File: src/rtl/bin2bcd_seq.sv
// bin2bcd_seq: iterative shift-and-add-3 binary-to-BCD converter, one bit per clock.
// Produces ones/tens/hundreds BCD digits for the display mux and holds them between conversions.
// Optional build macro: BIN2BCD_SATURATE_EN forces 9/9/9 on overflow (value > 999).
module bin2bcd_seq #(
  parameter int unsigned WIDTH = 10
) (
  input  logic             clk,
  input  logic             rst_n,
  input  logic             start,
  input  logic [WIDTH-1:0] bin_in,
  output logic             busy,
  output logic             done,
  output logic             overflow,
  output logic [3:0]       hex0char,
  output logic [3:0]       hex1char,
  output logic [3:0]       hex2char
);

  localparam int unsigned CNT_W  = 4;
  localparam int unsigned BCD_W  = 16;
  localparam int unsigned DIGITS = 4;

  typedef enum logic [1:0] {
    IDLE  = 2'd0,
    SHIFT = 2'd1,
    DONE  = 2'd2
  } state_t;

  state_t            state, state_nxt;
  logic [WIDTH-1:0]  sreg, sreg_nxt;
  logic [BCD_W-1:0]  scratch, scratch_nxt, adj;
  logic [CNT_W-1:0]  cnt, cnt_nxt;
  logic              busy_nxt, done_nxt, overflow_nxt;
  logic [3:0]        hex0_nxt, hex1_nxt, hex2_nxt;
  logic              ovf_c;

  // Add 3 to every scratch digit that is 5 or more, ahead of the shift
  always_comb begin
    adj = scratch;
    for (int i = 0; i < int'(DIGITS); i++) begin
      if (scratch[4*i +: 4] >= 4'd5) begin
        adj[4*i +: 4] = scratch[4*i +: 4] + 4'd3;
      end
    end
  end

  // Thousands digit non-zero means the value does not fit in three digits
  assign ovf_c = |scratch[15:12];

  // Next-state and next-register logic
  always_comb begin
    state_nxt    = state;
    sreg_nxt     = sreg;
    scratch_nxt  = scratch;
    cnt_nxt      = cnt;
    busy_nxt     = busy;
    done_nxt     = 1'b0;
    overflow_nxt = overflow;
    hex0_nxt     = hex0char;
    hex1_nxt     = hex1char;
    hex2_nxt     = hex2char;

    unique case (state)
      IDLE: begin
        if (start) begin
          sreg_nxt    = bin_in;
          scratch_nxt = '0;
          cnt_nxt     = '0;
          busy_nxt    = 1'b1;
          state_nxt   = SHIFT;
        end
      end
      SHIFT: begin
        {scratch_nxt, sreg_nxt} = {adj, sreg} << 1;
        cnt_nxt = cnt + CNT_W'(1);
        // Terminal compare at WIDTH-1 keeps the 4-bit counter from wrapping
        if (cnt == CNT_W'(WIDTH - 1)) begin
          state_nxt = DONE;
        end
      end
      DONE: begin
        overflow_nxt = ovf_c;
`ifdef BIN2BCD_SATURATE_EN
        if (ovf_c) begin
          hex0_nxt = 4'd9;
          hex1_nxt = 4'd9;
          hex2_nxt = 4'd9;
        end else begin
          hex0_nxt = scratch[3:0];
          hex1_nxt = scratch[7:4];
          hex2_nxt = scratch[11:8];
        end
`else
        hex0_nxt = scratch[3:0];
        hex1_nxt = scratch[7:4];
        hex2_nxt = scratch[11:8];
`endif
        done_nxt  = 1'b1;
        busy_nxt  = 1'b0;
        state_nxt = IDLE;
      end
      default: begin
        state_nxt = IDLE;
        busy_nxt  = 1'b0;
      end
    endcase
  end

  // State and datapath registers; reset aborts any conversion in flight
  always_ff @(posedge clk or negedge rst_n) begin
    if (!rst_n) begin
      state    <= IDLE;
      sreg     <= '0;
      scratch  <= '0;
      cnt      <= '0;
      busy     <= 1'b0;
      done     <= 1'b0;
      overflow <= 1'b0;
      hex0char <= 4'd0;
      hex1char <= 4'd0;
      hex2char <= 4'd0;
    end else begin
      state    <= state_nxt;
      sreg     <= sreg_nxt;
      scratch  <= scratch_nxt;
      cnt      <= cnt_nxt;
      busy     <= busy_nxt;
      done     <= done_nxt;
      overflow <= overflow_nxt;
      hex0char <= hex0_nxt;
      hex1char <= hex1_nxt;
      hex2char <= hex2_nxt;
    end
  end

endmodule
File: config.mk
export PLATFORM = sky130hd
export DESIGN_NAME = bin2bcd_seq
export DESIGN_NICKNAME = d
export VERILOG_FILES = /design/src/rtl/bin2bcd_seq.sv
export SDC_FILE = /design/constraint.sdc
export NUM_CORES = 1
export LEC_CHECK = 0
export BUFFER_PORTS_ARGS = -buffer_cell sky130_fd_sc_hd__buf_2
export CAP_MARGIN = 20
export CORE_ASPECT_RATIO = 2
export CORE_MARGIN = 2
export CORE_UTILIZATION = 40
export DETAILED_ROUTE_END_ITERATION = 10
export GPL_TIMING_DRIVEN = 0
export PLACE_DENSITY = 0.57
export SYNTH_ARGS = -nofsm -noshare
export SYNTH_HDL_FRONTEND = slang
export SYNTH_SLANG_ARGS = --single-unit
File: constraint.sdc
create_clock -name clk -period 4.5 [get_ports clk]
set_clock_uncertainty 0.15 [all_clocks]
set_input_delay 0.9 -clock clk [delete_from_list [all_inputs] [get_ports clk]]
set_output_delay 0.9 -clock clk [all_outputs]
set_load 0.05 [all_outputs]
# == Word level (Yosys, flattened, before mapping) ==
# Index checks and enable logic that the tools add are counted.
# totals
inputBits,13
regBits,47
word_cells,47
out_inout_bits,15
# classes
addsub,5
order_cmp,4
n_reduce_logical,6
bitwise,1
eq_ne,5
muxes,16
# op_table
operator,count
one-hot mux 16 bit (2 select lines),1
one-hot mux 10 bit (2 select lines),1
greater-or-equal comparator 4 x 3 -> 1 bit (second input constant),4
two-way mux 16 bit,1
two-way mux 4 bit,4
adder 4 x 2 -> 4 bit (second input constant),3
two-way mux 10 bit,1
one-hot mux 4 bit (2 select lines),1
AND reduction 2 bit,3
adder 4 x 1 -> 4 bit (second input constant),1
== test 4 bit (second input constant),1
two-way mux 2 bit,2
!= test 2 bit (second input constant),2
one-hot mux 2 bit (2 select lines),1
OR reduction 4 bit,1
adder 3 x 2 -> 3 bit (second input constant),1
two-way mux 3 bit,1
== test 2 x 1 -> 1 bit (second input constant),1
== test 2 bit (second input constant),1
zero test 2 bit,1
two-way mux 1 bit,2
one-hot mux 1 bit (2 select lines),1
nonzero test 2 bit,1
inverter 1 bit,1

# == Longest topological paths before layout ==
# depth
word_depth,3
mapped_depth,6
mapped_depth_nobuf,5

# == Least setup slack after synthesis ==
# No wires, ideal clock.
# synth_path
kind,in2reg
start,input port start
end,register scratch[10]
cell_stages,4
arrival_time_ps,1455
t_required_ps,4249
setup_slack_ps,2795
setup_time_ps,101
n_path_buf,1
path_cell_list,buf_2 o21bai_2 nand2_1 o311ai_2
# synth_via
elab_chain_len,2
# synth_lines
element,line,text
from (decl),9,"input logic start,"
!= test 2 bit (no source line),-,
AND reduction 2 bit (no source line),-,
to (signal assigned),125,scratch <= scratch_nxt;
to (decl),31,"logic [BCD_W-1:0] scratch, scratch_nxt, adj;"
# Every way passes these cells.
# A chain may end at the register's enable or synchronous reset.

# == Worst setup path in the final report ==
# layout_path
start,register busy
end,output port busy
# layout_lines
element,line,text
from (decl),11,"output logic busy,"
from (signal assigned),127,busy <= busy_nxt;
# No word-level cell between the ends.

==> impl_metrics.toml <==
[yosys]
mappedNetlistNets = 256
number_of_synthesized_flops_with_an_enable_pin = 0
synth-compound-area-share_pct = 24.94
synth_area_um2 = 2414
postSynth.asyncResetShare_pct = 100.0
ys_ff_latch = 47
syn_avg_cell_area_um2 = 10.40
synthAdderAreaFrac_pct = 5.702
synthesis.yosys.warnings = 0
multiplexer_area_fraction_after_synthesis_pct = 0.8294
synth_simple_gate_area_share_pct = 10.89
synth_seq_area_share_pct = 48.73
synth_ff_type = "sky130_fd_sc_hd__dfrtp_1"
post_synthesis_xor_xnor_area_fraction_pct = 1.089
post_synthesis_cell_count = 232
synth_cell_types = 33
largest_family_of_logic_cells_by_synthesized_area = "compound AO/OA/AOI/OAI gates"

[die]
die_x_um = 58.93
starting_density_pct = 40.87
die_area_um2 = 6709
placementRows = 40
core_region_area_um2 = 5906
die_height_um = 113.9
boundaryPins = 28

[job]
reported_max_cap_violation_count = 0

[drt]
route.antenna.remaining_nets = 0
detailroute.via_count = 1848
routed_wire_length_per_instance_um = 15.46
drc = 4
route.detailed.vias_per_inst = 5.583
drt_pre_antenna_iters = 7
route.final.wire_length_mm = 5.116
first_iter_violations = 74

[clocking]
cts_root_buf = "sky130_fd_sc_hd__clkbuf_16"
ctsHtreeMaxLevel = 2
cts.sink_count = 47
tritoncts_buffers = 5
longest_clk_path_bufs = 2
cts_resized = 0
clkTransAtPathRegs_ns = 0.06
post_cts.repair.setup_buffers = 0
clk_latency_ns = 0.29
cts_tree = "built"
cts_hold_buffers = 0

[place]
dp.final_hpwl_mm = 3.579
place_congestion = 0.7947
portBuffers = 27
placedCellCount = 322

[grt]
maximum_number_of_pins_on_one_net_before_global_route_repair = 48
top_usage_layer = "met2"
grt_util_all_layers_pct = 16.96
grt_first_pass_wirelength_mm = 8.666
antenna_found_initial = 0
gr-usage-met2_pct = 27.11
via_count_of_the_first_global_routing_pass = 1800
grt_use_met1_pct = 22.24
overflow = 0
use_met3_pct = 2.721

[timing]
worst_slew_pin_slew_ns = 0.4437
finalSetupTns_ns = 0
timing.final.hold_violations = 0
setup_viol_count_final = 0
worst_slew_margin_rel_pct = 70.42
final.min_clock_period_ns = 1.951
grt_setup_unrepaired = "false"
final_max_slew_viol_count = 0
max_freq_mhz = 512.6
timing.final.crit_share_pct = 43.35

[run_status]
run_status = "complete, but fails checks"
violations = "design-rule violations"

[setup_path]
critical_path_required_ns = 3.45
slowest_delay_ns = 0.35
slowest_stage = "sky130_fd_sc_hd__dfrtp_1"
category_of_cells_accounting_for_the_largest_share_of_critical_path_delay = "flip-flops"
setup.worst_path.class = "flip-flop to output pin"
worstSetupStartpointType = "flip-flop"
cp_cell_sequence = "buf_2"
crit_fanout = 2
r2r_slack_ns = 2.85
crit_buf_inv = 1
critical_path.endpoint_type = "output pin"
timing.critical_path.arrival_ns = 0.90

[hold_path]
hold_path.class = "flip-flop to flip-flop"

[cells_and_area]
diodes = 0
finalNonFillerCells = 331
layout.area.seq_um2 = 1176
fillCellCount = 576
drive_gt1_share_pct = 20.15
final_nets = 291
multi_input_area_um2 = 1049
syn2layout_area_growth_pct = 15.40

[pwr]
p_per_area_nw_per_um2 = 704.6
ir_worst_vdd_uv = 322.1
static_leakage_uw = 0.001308
tightest hold or removal path: stages (launching register included):
cell	delay (ns)
sky130_fd_sc_hd__dfrtp_1	0.34
sky130_fd_sc_hd__nand2_1	0.04
sky130_fd_sc_hd__o21ai_0	0.05
Yosys cell counts, types with 4 or more instances:
master	count	area [um2]
sky130_fd_sc_hd__nand2_1	26	97.59
sky130_fd_sc_hd__o21ai_0	20	100.1
sky130_fd_sc_hd__o21a_1	4	30.03
sky130_fd_sc_hd__a32o_1	4	40.04
sky130_fd_sc_hd__a22oi_1	9	67.56
sky130_fd_sc_hd__inv_1	19	71.32
sky130_fd_sc_hd__nor2b_1	15	93.84
sky130_fd_sc_hd__o221ai_1	4	35.03
sky130_fd_sc_hd__nor2_1	4	15.01
sky130_fd_sc_hd__buf_6	8	90.09
sky130_fd_sc_hd__ha_1	11	137.6
sky130_fd_sc_hd__a21oi_1	12	60.06
sky130_fd_sc_hd__o2111ai_1	8	70.07
sky130_fd_sc_hd__dfrtp_1	47	1176
sky130_fd_sc_hd__o21ai_1	9	45.04
cell families after synthesis:
logic type      after synthesis
simple gates                 51
buf+inv                      33
flops                        47
xor+xnor                      3
fa+ha+maj                    11
mux                           2
compound gates               85
placed cells by master (no fill, tap or decap), drive strengths merged, types with 8 or more instances in the layout:
cell	count
a22oi	9
buf	39
ha	11
inv	19
dfrtp	47
o21ai	29
nor2b	16
o2111ai	8
clkbuf	10
nand2	26
a21oi	12
routing by layer:
layer / share of wire, % / wire [um]
met1: 45 / 2281
met4: 2.0 / 100
met2: 51 / 2610
met3: 2.4 / 124
met5: 0 / 0
state kept, by name, indices dropped and copies added, names as in the netlist:
register and flops:
busy 1, cnt 4, done 1, hex0char 4, hex1char 4, hex2char 4
overflow 1, scratch 16, sreg 10, state 2
worst paths after layout:
kind                                          from                 endpoint  cells past startpoint
setup / recovery                  busy$_DFFE_PN0P_                     busy                      1
setup reg to reg            scratch[8]$_DFFE_PN0P_   scratch[9]$_DFFE_PN0P_                      5
hold / removal             hex0char[2]$_DFFE_PN0P_  hex0char[2]$_DFFE_PN0P_                      2
hold reg to reg            hex0char[2]$_DFFE_PN0P_  hex0char[2]$_DFFE_PN0P_                      2
max in group asynchronous                    rst_n      sreg[4]$_DFFE_PN0P_                      2
min in group asynchronous                    rst_n  hex1char[2]$_DFFE_PN0P_                      1
stage by stage:
stage	hold WS [ns]	utilization (%)	worst slack, ns	instance area (um2)	power [uW]
after CTS	0.3292	46.82	2.535	2765	1982
after detailed placement	0.3151	44.49	2.378	2628	1619
after global placement	0.3086	44.49	2.387	2628	1597
after floorplan	0.3124	-	2.795	2414	1402
after global routing	0.3393	47.16	2.512	2785	2112
final	0.3210	47.16	2.549	2785	1962
power breakdown:
part / leakage, uW / internal [uW] / switching (uW) / total [uW]
combinational: 0.000626 / 347 / 565 / 912
sequential: 0.000614 / 581 / 113 / 694
clock: 0.0000679 / 205 / 152 / 357
total: 0.00131 / 1130 / 829 / 1960
cell type report:
class,instances,share of cell area (%)
buffer,14,4.223
clock buffer,7,4.762
clock inverter,1,0.1797
inverter,19,2.561
multi-input combinational,152,37.65
sequential,47,42.23
tap,63,2.830
timing repair buffer,28,5.571
Note: power is estimated with default switching activity, not from simulation.
